<file path="src/rtl/frame_sender_pkg.sv">
// Shared FSM state encoding and default parameter values for the serial frame sender.
package sender_pkg;

    localparam int DEF_WIDTH     = 40;
    localparam int DEF_DEPTH     = 4;
    localparam int DEF_GAP       = 8;
    localparam int DEF_LSB_FIRST = 0;

    typedef enum logic [1:0] {
        ST_IDLE  = 2'd0,
        ST_SHIFT = 2'd1,
        ST_GAP   = 2'd2
    } state_e;

endpackage

</file>
<file path="src/rtl/frame_sender_if.sv">
// Payload handshake and serial-line status bundle between a producer and frame_sender.
interface frame_sender_if
    import sender_pkg::*;
#(
    parameter int WIDTH = DEF_WIDTH,
    parameter int DEPTH = DEF_DEPTH
) ();

    logic [WIDTH-1:0]         in_data;
    logic                     in_valid;
    logic                     in_ready;
    logic                     sout;
    logic                     busy;
    logic [$clog2(DEPTH):0]   fifo_count;
    logic                     frame_done;

    modport master (
        output in_data, in_valid,
        input  in_ready, sout, busy, fifo_count, frame_done
    );

    modport slave (
        input  in_data, in_valid,
        output in_ready, sout, busy, fifo_count, frame_done
    );

endinterface

</file>
<file path="src/rtl/frame_fifo.sv">
// Power-of-two frame queue with registered pointers and occupancy count, falling-edge clocked.
module frame_fifo
    import sender_pkg::*;
#(
    parameter int  WIDTH = DEF_WIDTH,
    parameter int  DEPTH = DEF_DEPTH,
    localparam int PW    = $clog2(DEPTH),
    localparam int CW    = PW + 1
) (
    input  logic             clk,
    input  logic             rst,
    input  logic             push,
    input  logic [WIDTH-1:0] wr_data,
    input  logic             pop,
    output logic [WIDTH-1:0] rd_data,
    output logic             full,
    output logic             empty,
    output logic [CW-1:0]    count
);

    logic [WIDTH-1:0] mem_q [DEPTH];
    logic [PW-1:0]    wr_ptr_q, wr_ptr_d;
    logic [PW-1:0]    rd_ptr_q, rd_ptr_d;
    logic [CW-1:0]    count_q, count_d;
    logic             do_push, do_pop;

    assign full    = (count_q == CW'(DEPTH));
    assign empty   = (count_q == '0);
    assign do_push = push && !full;
    assign do_pop  = pop && !empty;
    assign rd_data = mem_q[rd_ptr_q];
    assign count   = count_q;

    always_comb begin
        wr_ptr_d = wr_ptr_q + PW'(do_push);
        rd_ptr_d = rd_ptr_q + PW'(do_pop);
        count_d  = count_q;
        if (do_push && !do_pop) begin
            count_d = count_q + CW'(1);
        end else if (do_pop && !do_push) begin
            count_d = count_q - CW'(1);
        end
    end

    // NOTE: sequential state uses non-blocking assignments so every flop samples pre-edge values.
    always_ff @(negedge clk or posedge rst) begin
        if (rst) begin
            wr_ptr_q <= '0;
            rd_ptr_q <= '0;
            count_q  <= '0;
        end else begin
            wr_ptr_q <= wr_ptr_d;
            rd_ptr_q <= rd_ptr_d;
            count_q  <= count_d;
        end
    end

    // NOTE: storage has no reset; entries are only read after being written, gated by count.
    always_ff @(negedge clk) begin
        if (do_push) begin
            mem_q[wr_ptr_q] <= wr_data;
        end
    end

endmodule

</file>
<file path="src/rtl/frame_sender.sv">
// Queues payload words and serialises each as a start bit plus payload, followed by an idle gap.
module frame_sender
    import sender_pkg::*;
#(
    parameter int WIDTH     = DEF_WIDTH,
    parameter int DEPTH     = DEF_DEPTH,
    parameter int GAP       = DEF_GAP,
    parameter int LSB_FIRST = DEF_LSB_FIRST
) (
    input logic           clk,
    input logic           rst,
    frame_sender_if.slave bus
);

    localparam int CW = $clog2(DEPTH) + 1;
    localparam int BW = $clog2(WIDTH + 1);
    localparam int GW = $clog2(GAP + 1);
    localparam int IW = (WIDTH > 1) ? $clog2(WIDTH) : 1;

    localparam logic [BW-1:0] BIT_END  = BW'(WIDTH);
    localparam logic [BW-1:0] BIT_LAST = BW'(WIDTH - 1);
    localparam logic [GW-1:0] GAP_END  = GW'(GAP);

    state_e           state_q, state_d;
    logic [WIDTH:0]   frame_q, frame_d;
    logic [BW-1:0]    bit_cnt_q, bit_cnt_d;
    logic [GW-1:0]    gap_cnt_q, gap_cnt_d;
    logic             sout_q, sout_d;
    logic             frame_done_q, frame_done_d;
    logic             push, pop, full, empty;
    logic [WIDTH-1:0] head, payload;
    logic [IW-1:0]    bit_idx;
    logic [CW-1:0]    count;

    // in_ready comes from the pre-edge count, so a pop never frees a slot for the same edge.
    assign push = bus.in_valid && !full;
    assign pop  = (state_q == ST_IDLE) && !empty;

    frame_fifo #(.WIDTH(WIDTH), .DEPTH(DEPTH)) u_fifo (
        .clk     (clk),
        .rst     (rst),
        .push    (push),
        .wr_data (bus.in_data),
        .pop     (pop),
        .rd_data (head),
        .full    (full),
        .empty   (empty),
        .count   (count)
    );

    assign payload = frame_q[WIDTH-1:0];
    assign bit_idx = (LSB_FIRST != 0) ? IW'(bit_cnt_q) : IW'(BIT_LAST - bit_cnt_q);

    always_comb begin
        state_d      = state_q;
        frame_d      = frame_q;
        bit_cnt_d    = bit_cnt_q;
        gap_cnt_d    = gap_cnt_q;
        sout_d       = 1'b0;
        frame_done_d = 1'b0;
        unique case (state_q)
            ST_IDLE: begin
                if (!empty) begin
                    frame_d   = {1'b1, head};
                    bit_cnt_d = '0;
                    sout_d    = 1'b1;
                    state_d   = ST_SHIFT;
                end
            end
            ST_SHIFT: begin
                if (bit_cnt_q == BIT_END) begin
                    frame_done_d = 1'b1;
                    gap_cnt_d    = GW'(1);
                    state_d      = ST_GAP;
                end else begin
                    sout_d    = payload[bit_idx];
                    bit_cnt_d = bit_cnt_q + BW'(1);
                end
            end
            ST_GAP: begin
                if (gap_cnt_q == GAP_END) begin
                    state_d = ST_IDLE;
                end else begin
                    gap_cnt_d = gap_cnt_q + GW'(1);
                end
            end
            default: state_d = ST_IDLE;
        endcase
    end

    always_ff @(negedge clk or posedge rst) begin
        if (rst) begin
            state_q      <= ST_IDLE;
            frame_q      <= '0;
            bit_cnt_q    <= '0;
            gap_cnt_q    <= '0;
            sout_q       <= 1'b0;
            frame_done_q <= 1'b0;
        end else begin
            state_q      <= state_d;
            frame_q      <= frame_d;
            bit_cnt_q    <= bit_cnt_d;
            gap_cnt_q    <= gap_cnt_d;
            sout_q       <= sout_d;
            frame_done_q <= frame_done_d;
        end
    end

    assign bus.in_ready   = !full;
    assign bus.sout       = sout_q;
    assign bus.frame_done = frame_done_q;
    assign bus.busy       = (state_q != ST_IDLE) || !empty;
    assign bus.fifo_count = count;

endmodule

</file>
<file path="src/flat_wrapper.sv">
// flat-port wrapper written by rule: the top's interface ports become plain ports
module frame_sender_flat import sender_pkg::*;
#(
    parameter int WIDTH     = DEF_WIDTH,
    parameter int DEPTH     = DEF_DEPTH,
    parameter int GAP       = DEF_GAP,
    parameter int LSB_FIRST = DEF_LSB_FIRST
)
  (clk, rst, bus_in_data, bus_in_valid, bus_in_ready, bus_sout, bus_busy, bus_fifo_count, bus_frame_done);
  frame_sender_if #(.WIDTH(WIDTH), .DEPTH(DEPTH)) bus_i ();
  input logic clk;
  input logic rst;
  input wire logic [$bits(bus_i.in_data)-1:0] bus_in_data;
  input wire logic [$bits(bus_i.in_valid)-1:0] bus_in_valid;
  output wire logic [$bits(bus_i.in_ready)-1:0] bus_in_ready;
  output wire logic [$bits(bus_i.sout)-1:0] bus_sout;
  output wire logic [$bits(bus_i.busy)-1:0] bus_busy;
  output wire logic [$bits(bus_i.fifo_count)-1:0] bus_fifo_count;
  output wire logic [$bits(bus_i.frame_done)-1:0] bus_frame_done;
  assign bus_i.in_data = bus_in_data;
  assign bus_i.in_valid = bus_in_valid;
  assign bus_in_ready = bus_i.in_ready;
  assign bus_sout = bus_i.sout;
  assign bus_busy = bus_i.busy;
  assign bus_fifo_count = bus_i.fifo_count;
  assign bus_frame_done = bus_i.frame_done;
  frame_sender #(.WIDTH(WIDTH), .DEPTH(DEPTH), .GAP(GAP), .LSB_FIRST(LSB_FIRST)) u_core (.clk(clk), .rst(rst), .bus(bus_i));
endmodule
</file>
<file path="config.mk">
export PLATFORM = sky130hd
export DESIGN_NAME = frame_sender_flat
export DESIGN_NICKNAME = d
export VERILOG_FILES = /design/src/rtl/frame_sender_pkg.sv /design/src/rtl/frame_sender_if.sv /design/src/rtl/frame_fifo.sv /design/src/rtl/frame_sender.sv /design/src/flat_wrapper.sv
export SDC_FILE = /design/constraint.sdc
export NUM_CORES = 1
export LEC_CHECK = 0
export BUFFER_PORTS_ARGS = -buffer_cell sky130_fd_sc_hd__clkbuf_2
export CORE_UTILIZATION = 25
export CTS_BUF_LIST = sky130_fd_sc_hd__clkbuf_8
export DETAILED_ROUTE_END_ITERATION = 6
export GPL_ROUTABILITY_DRIVEN = 0
export GPL_TIMING_DRIVEN = 0
export PLACE_DENSITY_LB_ADDON = 0.25
export SLEW_MARGIN = 0
export SYNTH_ARGS = -nofsm -noshare
export SYNTH_HDL_FRONTEND = slang
export SYNTH_SLANG_ARGS = --single-unit
</file>
<file path="constraint.sdc">
create_clock -name clk -period 12.5 [get_ports clk]
set_input_delay 0.625 -clock clk [delete_from_list [all_inputs] [get_ports clk]]
set_output_delay 0.625 -clock clk [all_outputs]
set_load 0.005 [all_outputs]
</file>
# == Word level (Yosys, flattened, before mapping) ==
# Memories as Yosys holds them, arrays and structs flattened. A register that Yosys moved wholly into a read port is not among the register bits.
# Index checks and enable logic that the tools add are counted.
# word_totals
output_inout_bits,7
memories,1
inputBits,43
ram_bits,160
ff_bits,21
elab_cells,70
# op_classes
n_eq_ne,10
n_bitwise,1
magnitude_cmp,1
muxes,21
reduce_logical,21
n_addsub,7
# mem_list
name,depth,word_bits,rd,rd_ports_with_merged_regs,wr,line,text
u_core.u_fifo.mem_q,4,40,1,1,1,frame_fifo.sv:21,logic [WIDTH-1:0] mem_q [DEPTH];
# ops
op,count
two-way mux 6 bit,2
case mux 6 bit (2 select lines),1
AND reduction 3 bit,3
two-way mux 4 bit,2
case mux 4 bit (2 select lines),1
nonzero test 2 bit,4
"< comparator 6 x 7 -> 1 bit, second input constant",1
two-way mux 1 bit,7
"adder 6 x 1 -> 6 bit, second input constant",1
binary-select mux 1 bit (select 6 bit),1
"== test 6 bit, second input constant",1
logical AND 1 bit,6
two-way mux 2 bit,3
two-way mux 3 bit,2
"inequality test 2 bit, second input constant",3
case mux 2 bit (3 select lines),1
"subtractor 6 bit, first input constant",1
adder 2 x 1 -> 2 bit,2
"adder 4 x 1 -> 4 bit, second input constant",1
"== test 4 bit, second input constant",1
logical NOT 1 bit,4
"inequality test 2 x 1 -> 1 bit, second input constant",2
"adder 3 x 1 -> 3 bit, second input constant",1
"== test 3 bit, second input constant",1
other kinds (9),9

# == Longest topological paths before layout ==
# Gate-level depths: netlist of the first run.
# depth
word_depth,8
depth_mapped,11
mapped_depth_nobuf,10

# == Cells and area by module ==
# A second synthesis of the first run with hierarchy kept.
# unflattened
hier_cells,515
area_unflattened_um2,8795.9
# modules_own_cells
module,area_per_inst_um2,seq_area_each_um2,instances,cells_per_inst
frame_fifo,6187.2,4979.8,1,241
frame_sender,2608.8,1351.3,1,274

==> results of run 1 <==
-- logic make-up after synthesis --
family / count (synthesis) / synth area share, %
DFF: 221 / 71.9
muxes: 96 / 18.6
AOI/OAI and AO/OA: 24 / 1.83
adders and majority gates: 13 / 1.93
buffers and inverters: 35 / 1.96
xor gates and xnor gates: 10 / 0.995
and+or+nand+nor: 47 / 2.71
-- state kept, by name, summed over array words and instances, names as in the netlist, 2 cells and up --
| signal | cells |
|---|---|
| u_core.frame_q | 40 |
| u_core.u_fifo.mem_q | 160 |
| u_core.u_fifo.wr_ptr_q | 2 |
| u_core.gap_cnt_q | 4 |
| u_core.state_q | 2 |
| u_core.u_fifo.rd_ptr_q | 2 |
| u_core.u_fifo.count | 3 |
| u_core.bit_cnt_q | 6 |
-- worst reg2reg max path, stage by stage (launching register included) --
cell and delay [ns]:
dfrtn_1 0.54, nor2_1 0.06, nand2_1 0.08, and2_0 0.34, nor3b_2 0.68, buf_6 0.24, buf_6 0.15, buf_6 0.16
-- metal layers --
layer / track usage, % / routed length (µm) / part of all wire (%) / vias to the layer above
li1: - / - / - / 2306
met3: 3.50 / 911 / 4.9 / 38
met1: 12.2 / 7770 / 41 / 2510
met4: 4.90 / 442 / 2.4 / 0
met2: 18.5 / 9630 / 51 / 115
met5: 0 / 0 / 0 / -
-- stage by stage --
| step | util (%) | hold WS, ns | instance area, µm² | cells | power, mW |
|---|---|---|---|---|---|
| 2_1_floorplan | - | 0.432 | 8800 | 446 | 1.13 |
| 4_1_cts | 32.1 | 0.451 | 11100 | 1192 | 2.02 |
| 3_3_place_gp | 27.8 | 0.443 | 9620 | 950 | 1.21 |
| 3_5_place_dp | 28.2 | 0.451 | 9770 | 959 | 1.24 |
| 5_1_grt | 32.1 | 0.464 | 11100 | 1192 | 2.11 |
| 6_report | 32.1 | 0.444 | 11100 | 1193 | 1.97 |
-- power breakdown --
| group | total [mW] | switching (mW) | internal [mW] |
|---|---|---|---|
| clock | 0.831 | 0.421 | 0.410 |
| combinational | 0.188 | 0.112 | 0.0757 |
| sequential | 0.953 | 0.0343 | 0.919 |
| total | 1.97 | 0.567 | 1.40 |
-- cell usage in the layout, fill, tap and decap left out, types with 2 or more instances in the layout --
cell type	n
nor2_4	2
nand2_1	6
nand3_1	4
buf_6	8
a21oi_1	6
o22ai_1	2
clkbuf_8	43
nor2b_1	2
clkinv_1	5
edfxtp_1	160
nor3_1	4
inv_1	186
or3_1	2
dfrtn_1	61
clkbuf_2	49
mux2_2	42
clkbuf_1	4
a22o_1	3
mux2i_1	5
o21ai_1	2
nand3b_1	2
ha_1	12
clkinv_2	4
a31oi_1	3
mux4_2	41
buf_12	3
xor2_1	7
xnor2_1	3
clkinvlp_2	5
buf_1	3
mux4_1	7
nand4_1	2
nor2_1	14
buf_2	9
-- cell type report --
cell class                 count  area, µm²
antenna                        1       2.50
buffer                        20        116
clock buffer                  43        592
clock inverter               191        767
fill                        3452      23500
inverter                      14       55.1
multi-input combinational    190       2320
sequential                   221       6330
tap                          455        569
timing repair buffer          58        373
-- how the worst max path moves through the flow --
stage	slack (ns)	cells past startpoint	to
detailed placement	3.65	6	u_core.u_fifo.mem_q[0][6]
CTS	3.57	5	bus_busy
floorplan	1.91	2	u_core.u_fifo.mem_q[0][0]
global route	3.47	5	bus_busy
global placement	-1.41	3	u_core.u_fifo.mem_q[0][6]
finish	3.66	5	bus_busy
==> results.py, run 1 <==
metrics = {
    "job": {
        "drv_cap": 0,
    },
    "logic_synthesis": {
        "synthTopCellsByCount": "edfxtp_1, dfrtn_1, mux2_2",
        "yosys-top-cells-area": "edfxtp_1, dfrtn_1, mux4_2",
        "yosysSeqAreaShare_pct": 71.9,
        "synth_top_flop_cell": "edfxtp_1",
        "synth_top_area_share_pct": 54.6,
        "postSynth.asyncResetShare_pct": 27.6,
        "yosys_warnings": 0,
        "yosysUniqueCellTypes": 46,
        "synthCells": 446,
        "yosysTopAreaCell": "edfxtp_1",
        "synth.most_common_cell": "edfxtp_1",
        "synth_nets": 502,
        "ys_ff_latch": 221,
        "synth_edf_count": 160,
        "avgSynthCellArea_um2": 19.7,
        "synth_area_um2": 8800,
    },
    "cells_and_area": {
        "area_growth_pct": 26.4,
        "fin_nets": 762,
        "drive_gt1_share_pct": 29.3,
    },
    "floorplanning": {
        "die_w_um": 190,
        "ioPinCount": 50,
        "core.rowCount": 68,
        "die_y_um": 190,
        "coreArea_um2": 34600,
        "start_util_pct": 25.4,
        "die_area_um2": 36000,
    },
    "critical_path": {
        "cpLargestDelayFamily": "simple AND/OR/NAND/NOR gates",
        "reg2reg_to": "u_core.u_fifo.mem_q[0][5]",
        "crit_fanout": 4,
        "worstPathArrival_ns": 8.22,
        "cp.buffers_inverters": 3,
        "reg2reg_from": "u_core.u_fifo.count[0]",
        "worstSetupPathType": "register to output pin",
        "start_kind": "register",
        "path_cells": "inv_1 > ha_1 > nor4b_1 > inv_1 > clkbuf_2",
        "max_stage_delay_ns": 0.59,
        "crit_slowest_cell": "nor4b_1",
        "cp.required_ns": 11.88,
        "crit_path_frequent_cell": "inv_1",
        "crit_start": "u_core.state_q[0]",
        "rr_worst_depth": 7,
        "reg2reg_slack_ns": 10.00,
        "endpoint_kind": "output pin",
    },
    "global_routing": {
        "grt_pass1_vias": 5601,
        "grt_pass1_wl_mm": 29.5,
        "grt-ovfl-total": 0,
        "antenna_found_initial": 1,
        "track_usage_pct": 10.8,
        "grt_max_degree": 62,
    },
    "cts": {
        "cts_root_buffer": "clkbuf_8",
        "cts.hold.buffers_added": 0,
        "cts_buffer_depth": 3,
        "path_clk_slew_ns": 0.04,
        "cts_tree": "done",
        "clkSinkCount": 221,
        "cts_buffers": 41,
        "cts_resized": 0,
        "cts_htree_levels": 2,
        "cts_setup_buffers": 0,
        "clk_latency_ns": 0.58,
    },
    "placed_design": {
        "port_buffers": 49,
        "hpwl_mm": 12.0,
        "dp_slack_ns": 3.65,
    },
    "power_and_ir_drop": {
        "power_density_nw_per_um2": 177,
        "leakage_nw": 4.62,
        "ir_drop_v": 0.0000761,
    },
    "route": {
        "drc": 0,
        "wirelength_mm": 18.8,
        "first_pass_iters": 6,
        "wl_per_cell_um": 15.7,
        "final_antenna_net_count": 0,
        "viasPerCell": 4.17,
        "detail_route.iter0.violations": 197,
        "vias": 4969,
    },
    "sta": {
        "slew-limit-headroom_pct": 41.3,
        "setup-tns-final_ns": 0,
        "fin_skew_ns": 0.0724,
        "slew_violations": 0,
        "worst_pin_slew_ns": 0.878,
        "rsz0062_at_grt": "no",
        "finalSetupViolCount": 0,
        "finalHoldViolCount": 0,
        "final.setup.worst_slack_ns": 3.66,
    },
    "run_status": {
        "outcome": "finished, final reports clean",
    },
    "min_path": {
        "min_path_type": "register to register",
        "worstHoldEndpoint": "u_core.frame_q[26]",
        "whs_path_depth": 1,
        "hp-start": "u_core.frame_q[26]",
    },
}
Power figures use the tool's default switching activity.
==> run 2, diff against run 1 <==
--- a/config.mk
+++ b/config.mk
@@ -5,6 +5,7 @@
 export SDC_FILE = /design/constraint.sdc
 export NUM_CORES = 1
 export LEC_CHECK = 0
+export ABC_AREA = 1
 export BUFFER_PORTS_ARGS = -buffer_cell sky130_fd_sc_hd__clkbuf_2
 export CORE_UTILIZATION = 25
 export CTS_BUF_LIST = sky130_fd_sc_hd__clkbuf_8
==> constraint.sdc (replaced) <==
create_clock -name clk -period 7.95 [get_ports clk]
set_input_delay 0.3975 -clock clk [delete_from_list [all_inputs] [get_ports clk]]
set_output_delay 0.3975 -clock clk [all_outputs]
set_load 0.005 [all_outputs]
==> run 2 against run 1 <==
  * Final cell count grew 28%
  * Sequential share of layout area shrank 2.1 points
  * Sequential cell count is the same
  * Critical endpoint unchanged
  * Core utilization grew 1.0 points
  * Setup slack lost 1.6 ns
  * Highest routed layer unchanged
  * Non-clock buffer count grew 28
  * Register-to-register slack lost 4.4 ns
  * Die area grew 1.6%
  * Design area grew 3.9%
  * Largest cell class unchanged
  * Global-route usage grew 2.2 points
==> results.py, run 2 <==
metrics = {
    "run_status": {
        "outcome": "finished, final reports clean",
    },
    "sta": {
        "slew_violations": 0,
        "finalSetupViolCount": 0,
        "worst_pin_slew_ns": 0.848,
        "slew-limit-headroom_pct": 43.2,
        "hold_slack_ns": 0.455,
        "rsz0062_at_grt": "no",
        "setup-tns-final_ns": 0,
        "finalHoldViolCount": 0,
        "fin_skew_ns": 0.0682,
    },
    "logic_synthesis": {
        "synth_area_um2": 8950,
        "synth_nets": 829,
        "yosysUniqueCellTypes": 31,
        "yosysSeqAreaShare_pct": 70.8,
        "synth_top_flop_cell": "edfxtp_1",
        "synthTopCellsByCount": "edfxtp_1, nor2_1, o21ai_0",
        "yosysTopAreaCell": "edfxtp_1",
        "synthCells": 773,
        "yosys-top-cells-area": "edfxtp_1, dfrtn_1, o21ai_0",
        "ys_ff_latch": 221,
        "synth_top_area_share_pct": 53.7,
        "yosys_warnings": 0,
        "synth.most_common_cell": "edfxtp_1",
        "synth_edf_count": 160,
        "postSynth.asyncResetShare_pct": 27.6,
        "avgSynthCellArea_um2": 11.6,
    },
    "critical_path": {
        "path_cells": "inv_1 > ha_1 > nand4_1 > clkbuf_2",
        "worstPathArrival_ns": 5.52,
        "reg2reg_to": "u_core.u_fifo.mem_q[2][5]",
        "crit_cells": 4,
        "reg2reg_from": "u_core.u_fifo.count[0]",
        "cpLargestDelayFamily": "flip-flops",
        "crit_fanout": 3,
        "start_kind": "register",
        "reg2reg_slack_ns": 5.60,
        "endpoint_kind": "output pin",
        "max_stage_delay_ns": 0.43,
        "cp.required_ns": 7.55,
        "worstSetupPathType": "register to output pin",
        "cp.buffers_inverters": 2,
        "rr_worst_depth": 8,
        "crit_slowest_cell": "dfrtn_1",
    },
    "cells_and_area": {
        "instances_no_fill": 1530,
        "largest_reg_flops": 160,
        "fin_nets": 1098,
        "top_regs": "u_core.u_fifo.mem_q (160), u_core.frame_q (40), u_core.bit_cnt_q (6)",
        "mostFrequentLayoutCells": "inv_1, edfxtp_1, nor2_1",
        "regMostFlops": "u_core.u_fifo.mem_q",
        "area_growth_pct": 29.2,
        "final_common_cell": "inv_1",
        "drive_gt1_share_pct": 15.2,
    },
    "global_routing": {
        "antenna_found_initial": 0,
        "grt_pass1_vias": 7123,
        "track_usage_pct": 13.0,
        "grt_max_degree": 37,
        "grt_pass1_wl_mm": 36.9,
        "grt-ovfl-total": 0,
    },
    "job": {
        "drv_cap": 0,
    },
    "floorplanning": {
        "die_w_um": 191,
        "core.rowCount": 68,
        "start_util_pct": 25.6,
        "ioPinCount": 50,
        "die_area_um2": 36500,
        "coreArea_um2": 34900,
        "die_y_um": 191,
    },
    "route": {
        "final_antenna_net_count": 0,
        "viasPerCell": 4.30,
        "first_pass_iters": 5,
        "wl_per_cell_um": 14.9,
        "vias": 6576,
        "wirelength_mm": 22.8,
        "detail_route.iter0.violations": 356,
        "drc": 0,
    },
    "placed_design": {
        "placed_cells": 1295,
        "port_buffers": 49,
        "hpwl_mm": 15.2,
    },
    "min_path": {
        "hp-start": "u_core.u_fifo.rd_ptr_q[0]",
        "whs_path_depth": 1,
        "min_path_type": "register to register",
        "worstHoldEndpoint": "u_core.u_fifo.rd_ptr_q[0]",
    },
    "cts": {
        "cts_buffers": 41,
        "clkSinkCount": 221,
        "cts_root_buffer": "clkbuf_8",
        "clk_latency_ns": 0.58,
        "cts.hold.buffers_added": 0,
        "cts_setup_buffers": 0,
        "path_clk_slew_ns": 0.05,
        "cts_htree_levels": 2,
        "cts_tree": "done",
        "cts_resized": 0,
        "cts_buffer_depth": 3,
    },
    "power_and_ir_drop": {
        "p_sw_share_pct": 27.6,
        "power_density_nw_per_um2": 292,
        "pwr-share-clk_pct": 47.1,
        "p_int_mw": 2.44,
        "seqPwrFrac_pct": 44.2,
        "leakage_nw": 5.01,
        "combPwrFrac_pct": 8.7,
        "power_mw": 3.37,
        "ir_drop_v": 0.000104,
        "switchingPower_mw": 0.931,
    },
}
==> run 2: cell count changes in the layout (fill, tap and decap cells not counted), moves of 9 or more <==
cell      before  now
a31oi_1        3   14
mux2_2        42    0
o21ai_0        1  111
inv_1        186  217
nand3_1        4   32
clkbuf_1       4   28
nor2_1        14  131
o22ai_1        2   26
mux4_2        41    0
o21ai_1        2   11
nand2_1        6   80
==> run 2: layout make-up <==
class	count	area, µm²
Inverter	57	214
Tap cell	455	569
Clock inverter	193	990
Antenna cell	1	2.50
Buffer	39	163
Clock buffer	42	578
Multi-Input combinational cell	455	2260
Timing Repair Buffer	67	453
Fill cell	3605	23300
Sequential cell	221	6330
==> run 2: worst register-to-register path, delay by kind of cell (launching register included) <==
family / cells / cell delay, ns
DFF: 1 / 0.50
buffers and inverters: 5 / 0.78
and+or+nand+nor: 3 / 0.82
==> run 2: routing by layer <==
| layer | track usage (%) | share of wire, % | vias up |
|---|---|---|---|
| met4 | 5.80 | 1.9 | 0 |
| met1 | 16.7 | 46 | 3153 |
| met2 | 20.1 | 47 | 138 |
| met3 | 3.89 | 5.3 | 39 |
| met5 | 0 | 0 | - |
| li1 | - | - | 3246 |
==> run 2: power groups by stage <==
| stage | registers, mW | logic (mW) | clock network (mW) |
|---|---|---|---|
| after floorplan | 1.51 | 0.135 | 0.120 |
| after global placement | 1.54 | 0.236 | 0.120 |
| after detailed placement | 1.51 | 0.303 | 0.120 |
| after CTS | 1.49 | 0.304 | 1.64 |
| after global routing | 1.50 | 0.329 | 1.76 |
| final | 1.49 | 0.294 | 1.59 |
==> run 2: logic make-up (layout without fill, tap and decap cells) <==
logic type               count (synthesis)  count (layout)  share of synthesized area (%)
AND/OR/NAND/NOR                        258             258                           11.7
flip-flops                             221             221                           70.8
AO/OA/AOI/OAI                          177             177                           10.7
buffers and inverters                   97             398                           4.25
adder cells (fa/ha/maj)                 13              13                           1.90
XOR/XNOR                                 7               7                          0.685
other                                    0               1                              0
==> run 2: worst max-delay path by stage <==
stage | to | slack, ns | start
floorplan | u_core.u_fifo.mem_q[0][0] | 0.24 | bus_in_valid
global placement | u_core.u_fifo.mem_q[3][8] | -2.49 | bus_in_valid
detailed placement | u_core.u_fifo.mem_q[2][39] | 1.74 | bus_in_valid
CTS | bus_busy | 2.01 | u_core.state_q[0]
global route | bus_busy | 1.95 | u_core.state_q[0]
finish | bus_busy | 2.04 | u_core.state_q[0]
==> run 2: stage by stage <==
stage               worst slack (ns)  instance area, µm²  util (%)
global placement               -2.49                9760      28.0
global route                    1.95               11600      33.1
detailed placement              1.74                9990      28.6
CTS                             2.01               11600      33.1
finish                          2.04               11600      33.1
floorplan                      0.245                8950         -
